`src/rtl/multiword_add_sequencer.sv`:
```
// Purpose: runs one external WIDTH-bit adder over WORDS slices (LSB first) to form a WIDTH*WORDS-bit add/sub.
// Latency: WORDS+1 cycles from the accept cycle to out_valid; WORDS+2 cycles per operation.
// Backpressure: in_ready only in IDLE; the result holds in DONE until out_ready, and in_valid is ignored meanwhile.
module multiword_add_sequencer #(
  parameter int WIDTH = 32,
  parameter int WORDS = 4
) (
  input  logic                   clk,
  input  logic                   rst_n,
  input  logic                   in_valid,
  output logic                   in_ready,
  input  logic [WIDTH*WORDS-1:0] in_a,
  input  logic [WIDTH*WORDS-1:0] in_b,
  input  logic                   in_sub,
  output logic                   out_valid,
  input  logic                   out_ready,
  output logic [WIDTH*WORDS-1:0] out_sum,
  output logic                   out_cout,
  output logic                   out_ovf,
  output logic                   busy,
  output logic [WIDTH-1:0]       add_a,
  output logic [WIDTH-1:0]       add_b,
  output logic                   add_cin,
  input  logic [WIDTH-1:0]       add_sum,
  input  logic                   add_cout
);

  localparam int N    = WIDTH * WORDS;
  localparam int IDXW = (WORDS > 1) ? $clog2(WORDS) : 1;
  localparam logic [IDXW-1:0] LAST_IDX = IDXW'(WORDS - 1);

  typedef enum logic [1:0] {
    IDLE = 2'd0,
    RUN  = 2'd1,
    DONE = 2'd2
  } state_t;

  state_t          state;
  state_t          state_nxt;
  logic [N-1:0]    a_q;
  logic [N-1:0]    b_q;      // already inverted for subtract
  logic [N-1:0]    sum_q;
  logic            carry_q;
  logic            cout_q;
  logic            ovf_q;
  logic [IDXW-1:0] idx_q;
  logic [31:0]     slice_base;

  assign slice_base = 32'(idx_q) * WIDTH;
  assign out_sum    = sum_q;
  assign out_cout   = cout_q;
  assign out_ovf    = ovf_q;

  // State register; reset aborts any operation in flight.
  always_ff @(posedge clk or negedge rst_n) begin
    if (!rst_n) begin
      state <= IDLE;
    end else begin
      state <= state_nxt;
    end
  end

  // Next state, handshake outputs and adder drive (adder inputs are zero outside RUN).
  always_comb begin
    state_nxt = state;
    in_ready  = 1'b0;
    out_valid = 1'b0;
    busy      = 1'b0;
    add_a     = '0;
    add_b     = '0;
    add_cin   = 1'b0;
    case (state)
      IDLE: begin
        in_ready = 1'b1;
        if (in_valid) state_nxt = RUN;
      end
      RUN: begin
        busy    = 1'b1;
        add_a   = a_q[slice_base +: WIDTH];
        add_b   = b_q[slice_base +: WIDTH];
        add_cin = carry_q;
        if (idx_q == LAST_IDX) state_nxt = DONE;
      end
      DONE: begin
        busy      = 1'b1;
        out_valid = 1'b1;
        if (out_ready) state_nxt = IDLE;
      end
      default: state_nxt = IDLE;
    endcase
  end

  // Operand capture at accept, slice-by-slice result collection during RUN.
  always_ff @(posedge clk or negedge rst_n) begin
    if (!rst_n) begin
      a_q     <= '0;
      b_q     <= '0;
      sum_q   <= '0;
      carry_q <= 1'b0;
      cout_q  <= 1'b0;
      ovf_q   <= 1'b0;
      idx_q   <= '0;
    end else begin
      case (state)
        IDLE: begin
          if (in_valid) begin
            a_q     <= in_a;
            b_q     <= in_sub ? ~in_b : in_b;
            carry_q <= in_sub;
            idx_q   <= '0;
          end
        end
        RUN: begin
          sum_q[slice_base +: WIDTH] <= add_sum;
          carry_q                    <= add_cout;
          if (idx_q == LAST_IDX) begin
            // Top slice: final carry and signed overflow of the full-width op.
            cout_q <= add_cout;
            ovf_q  <= (a_q[N-1] == b_q[N-1]) && (add_sum[WIDTH-1] != a_q[N-1]);
          end else begin
            idx_q <= idx_q + 1'b1;
          end
        end
        default: ;
      endcase
    end
  end

endmodule
```
`config.mk`:
```
export PLATFORM = sky130hd
export DESIGN_NAME = multiword_add_sequencer
export DESIGN_NICKNAME = d
export VERILOG_FILES = /design/src/rtl/multiword_add_sequencer.sv
export SDC_FILE = /design/constraint.sdc
export NUM_CORES = 1
export LEC_CHECK = 0
export ABC_AREA = 0
export ABC_CLOCK_PERIOD_IN_PS = 6000
export CORE_ASPECT_RATIO = 0.7
export CORE_MARGIN = 2
export CORE_UTILIZATION = 50
export DETAILED_ROUTE_END_ITERATION = 8
export GPL_ROUTABILITY_DRIVEN = 0
export HOLD_SLACK_MARGIN = 0.15
export PLACE_DENSITY_LB_ADDON = 0.08
export SYNTH_ARGS = -nofsm -noshare
export SYNTH_HDL_FRONTEND = slang
export SYNTH_SLANG_ARGS = --single-unit
```
`constraint.sdc`:
```
create_clock -name clk -period 6 [get_ports clk]
set_clock_uncertainty 0.05 [all_clocks]
set_input_delay 1.2 -clock clk [delete_from_list [all_inputs] [get_ports clk]]
set_output_delay 1.2 -clock clk [all_outputs]
set_load 0.05 [all_outputs]
```
==> results.yml <==
layout:
  finalNonFillerCells: 2264
  layout.nets: 2063
  areaGrowthSynthToFinish_pct: 37.63
  drive_gt1_frac: 0.1590
logic_synthesis:
  synthCells: 1315
  synthFlopType: "dfrtp_1"
  yosys-top-cells-count: "391 x dfrtp_1, 135 x nand2_1, 131 x mux2_2, 131 x o21ai_0, 130 x a22o_1"
  synth_top_area_share: 0.5649
  syn_nets: 1618
  async_flop_share: 1.000
  ys_ff_latch: 391
  synth_area_leader_cell: "dfrtp_1"
  synth_area_per_cell_um2: 13.17
  ys_seq_area_frac: 0.5649
  synth_area_leaders: "dfrtp_1 56%, mux2_2 8.5%, mux4_2 8.3%"
  ys_warn_count: 0
  synth_edf_count: 0
  ys_types: 31
  yosysMostFrequentCell: "dfrtp_1"
  synth_area_um2: 17320
timing:
  rsz0062_at_grt: "false"
  tns_ps: 0
  period_minus_slack_ps: 4567
  slew_violations: 0
  tightest_slew_ps: 1217
  clock.fmax_mhz: 219.0
  relSlewSlack: 0.1887
  finalCritPeriodShare: 0.7611
  setup_violations: 0
  hold_violations: 0
worst_hold_path:
  holdCritStartpoint: "b_q[95]$_DFFE_PN0P_"
  hold_class: "reg2reg"
critical_path:
  path_class: "reg2out"
  crit_arrival_ps: 3320
  end_kind: "output pin"
  cp.required_ps: 4750
  start_kind: "flip-flop"
  crit_start: "idx_q[0]$_DFFE_PN0P_"
  slowest_delay_ps: 900
  path_cells: "buf_12 > mux4_2 > and2_1 > clkdlybuf4s50_1"
  cp_slowest_cell: "dfrtp_4"
  r2r_start: "idx_q[1]$_DFFE_PN0P_"
  crit_buf_inv: 2
  path_max_fanout: 38
  cp_top_family: "buffers and inverters"
power_and_ir_drop:
  ir_drop_mv: 0.4089
  leakagePower_uw: 0.009967
  powerDensity_nw_per_um2: 507.8
  p_total_uw: 12100
floorplanning:
  coreArea_um2: 33770
  initial_utilization: 0.5128
  pin_count: 492
  die_x_um: 226.5
  rows: 56
  die-area_um2: 36170
  die_y_um: 159.7
cts:
  clkTransAtPathRegs_ps: 60
  cts_buffer_depth: 3
  cts_setup_buffers: 0
  cts.htree.levels: 2
  cts_hold_buf: 0
  numCtsBuffers: 38
  cts-resized-gates: 0
  clock-root-buffer: "clkbuf_16"
  cts_tree: "done"
  clk_latency_ps: 520
  clock-sinks: 391
route:
  wl_per_cell_um: 22.09
  drt_wl_total_um: 50010
  via_per_inst: 5.419
  ant_nets: 0
  route.detailed.drc: 0
  via_count: 12270
  dr.first_iter.drc_count: 789
  drt_first_pass_iters: 4
place:
  io_buffers: 491
  placed_cells: 2184
  dp_hpwl_um: 34620
global_routing:
  grt.total_usage: 0.2765
  grt_max_degree: 144
  antenna_found_initial: 19
  overflow: 0
  grt_first_pass_wirelength_um: 76520
  grt_pass1_vias: 12780
run:
  cap_violations: 0
run_status:
  status: "finished clean"
## where the power goes
| part | internal (µW) | total (µW) | switching, µW | leakage, µW |
|---|---|---|---|---|
| logic | 2370 | 5280 | 2910 | 0.00441 |
| registers | 3700 | 4400 | 699 | 0.00494 |
| clock network | 1410 | 2430 | 1020 | 0.000616 |
| total | 7470 | 12100 | 4630 | 0.00997 |
## path summary, 6_finish.rpt
kind | end | slack [ps] | cells after the start
worst max register to register | out_sum[83]$_DFFE_PN0P_ | 2700 | 6
worst min-delay path | b_q[95]$_DFFE_PN0P_ | 420 | 2
worst min register to register | b_q[95]$_DFFE_PN0P_ | 420 | 2
max in group asynchronous | out_sum[0]$_DFFE_PN0P_ | 3860 | 2
min in group asynchronous | b_q[11]$_DFFE_PN0P_ | 660 | 1
worst max-delay path | add_b[27] | 1430 | 4
## layout by cell type, fill, tap and decap left out, types with 41 or more instances in the layout
master             n
a22o_1           130
and2_1            65
xnor2_1          128
mux4_2            64
clkbuf_16         41
clkdlybuf4s50_1  489
mux2_2           131
nand2_1          134
o21ai_0          131
dfrtp_1          389
## worst reg2reg max path: cells and delay by family (launching register included)
kind                     cells  cell delay [ps]
buffers and inverters        2              700
AO/OA/AOI/OAI                1              210
flip-flops                   1             1140
adder cells (fa/ha/maj)      1              530
AND/OR/NAND/NOR              2              590
## cell type report
class                           count  area, µm²
Fill cell                        2512       9936
Clock inverter                     13      130.1
Sequential cell                   391       9792
Tap cell                          464      580.6
Clock buffer                       53       1131
Timing Repair Buffer              509       5106
Antenna cell                       14      35.03
Multi-Input combinational cell    813       7036
Inverter                            7      26.28
## metal layers
metal	track usage	vias to the layer above	wire length, µm
li1	-	5562	-
met1	0.3510	6173	19860
met2	0.4426	417	23950
met3	0.09236	102	4528
met4	0.1026	14	1575
met5	0	-	95
## logic make-up after synthesis
logic type / count (synthesis) / share of synthesized area
multiplexers: 195 / 0.1684
AND/OR/NAND/NOR: 215 / 0.05946
AO/OA/AOI/OAI: 266 / 0.1055
adder cells (fa/ha/maj): 9 / 0.006502
flip-flops: 391 / 0.5649
XOR/XNOR: 128 / 0.06473
buffers and inverters: 111 / 0.03041
## metrics by stage
stage	setup WS [ps]	hold slack, ps	instance area, µm²	util
after global routing	1257	446.5	23820	0.7054
final	1433	421.9	23840	0.7058
after global placement	1957	408.7	22540	0.6674
after detailed placement	1937	415.3	22540	0.6674
after CTS	1366	428.9	23800	0.7048
after floorplan	3046	394.6	17320	-
## flip-flops by register name, indices dropped and copies added (netlist names)
name	count
state	2
idx_q	2
out_sum	128
out_ovf	1
b_q	128
a_q	128
carry_q	1
out_cout	1
(Power assumes the default switching activity.)
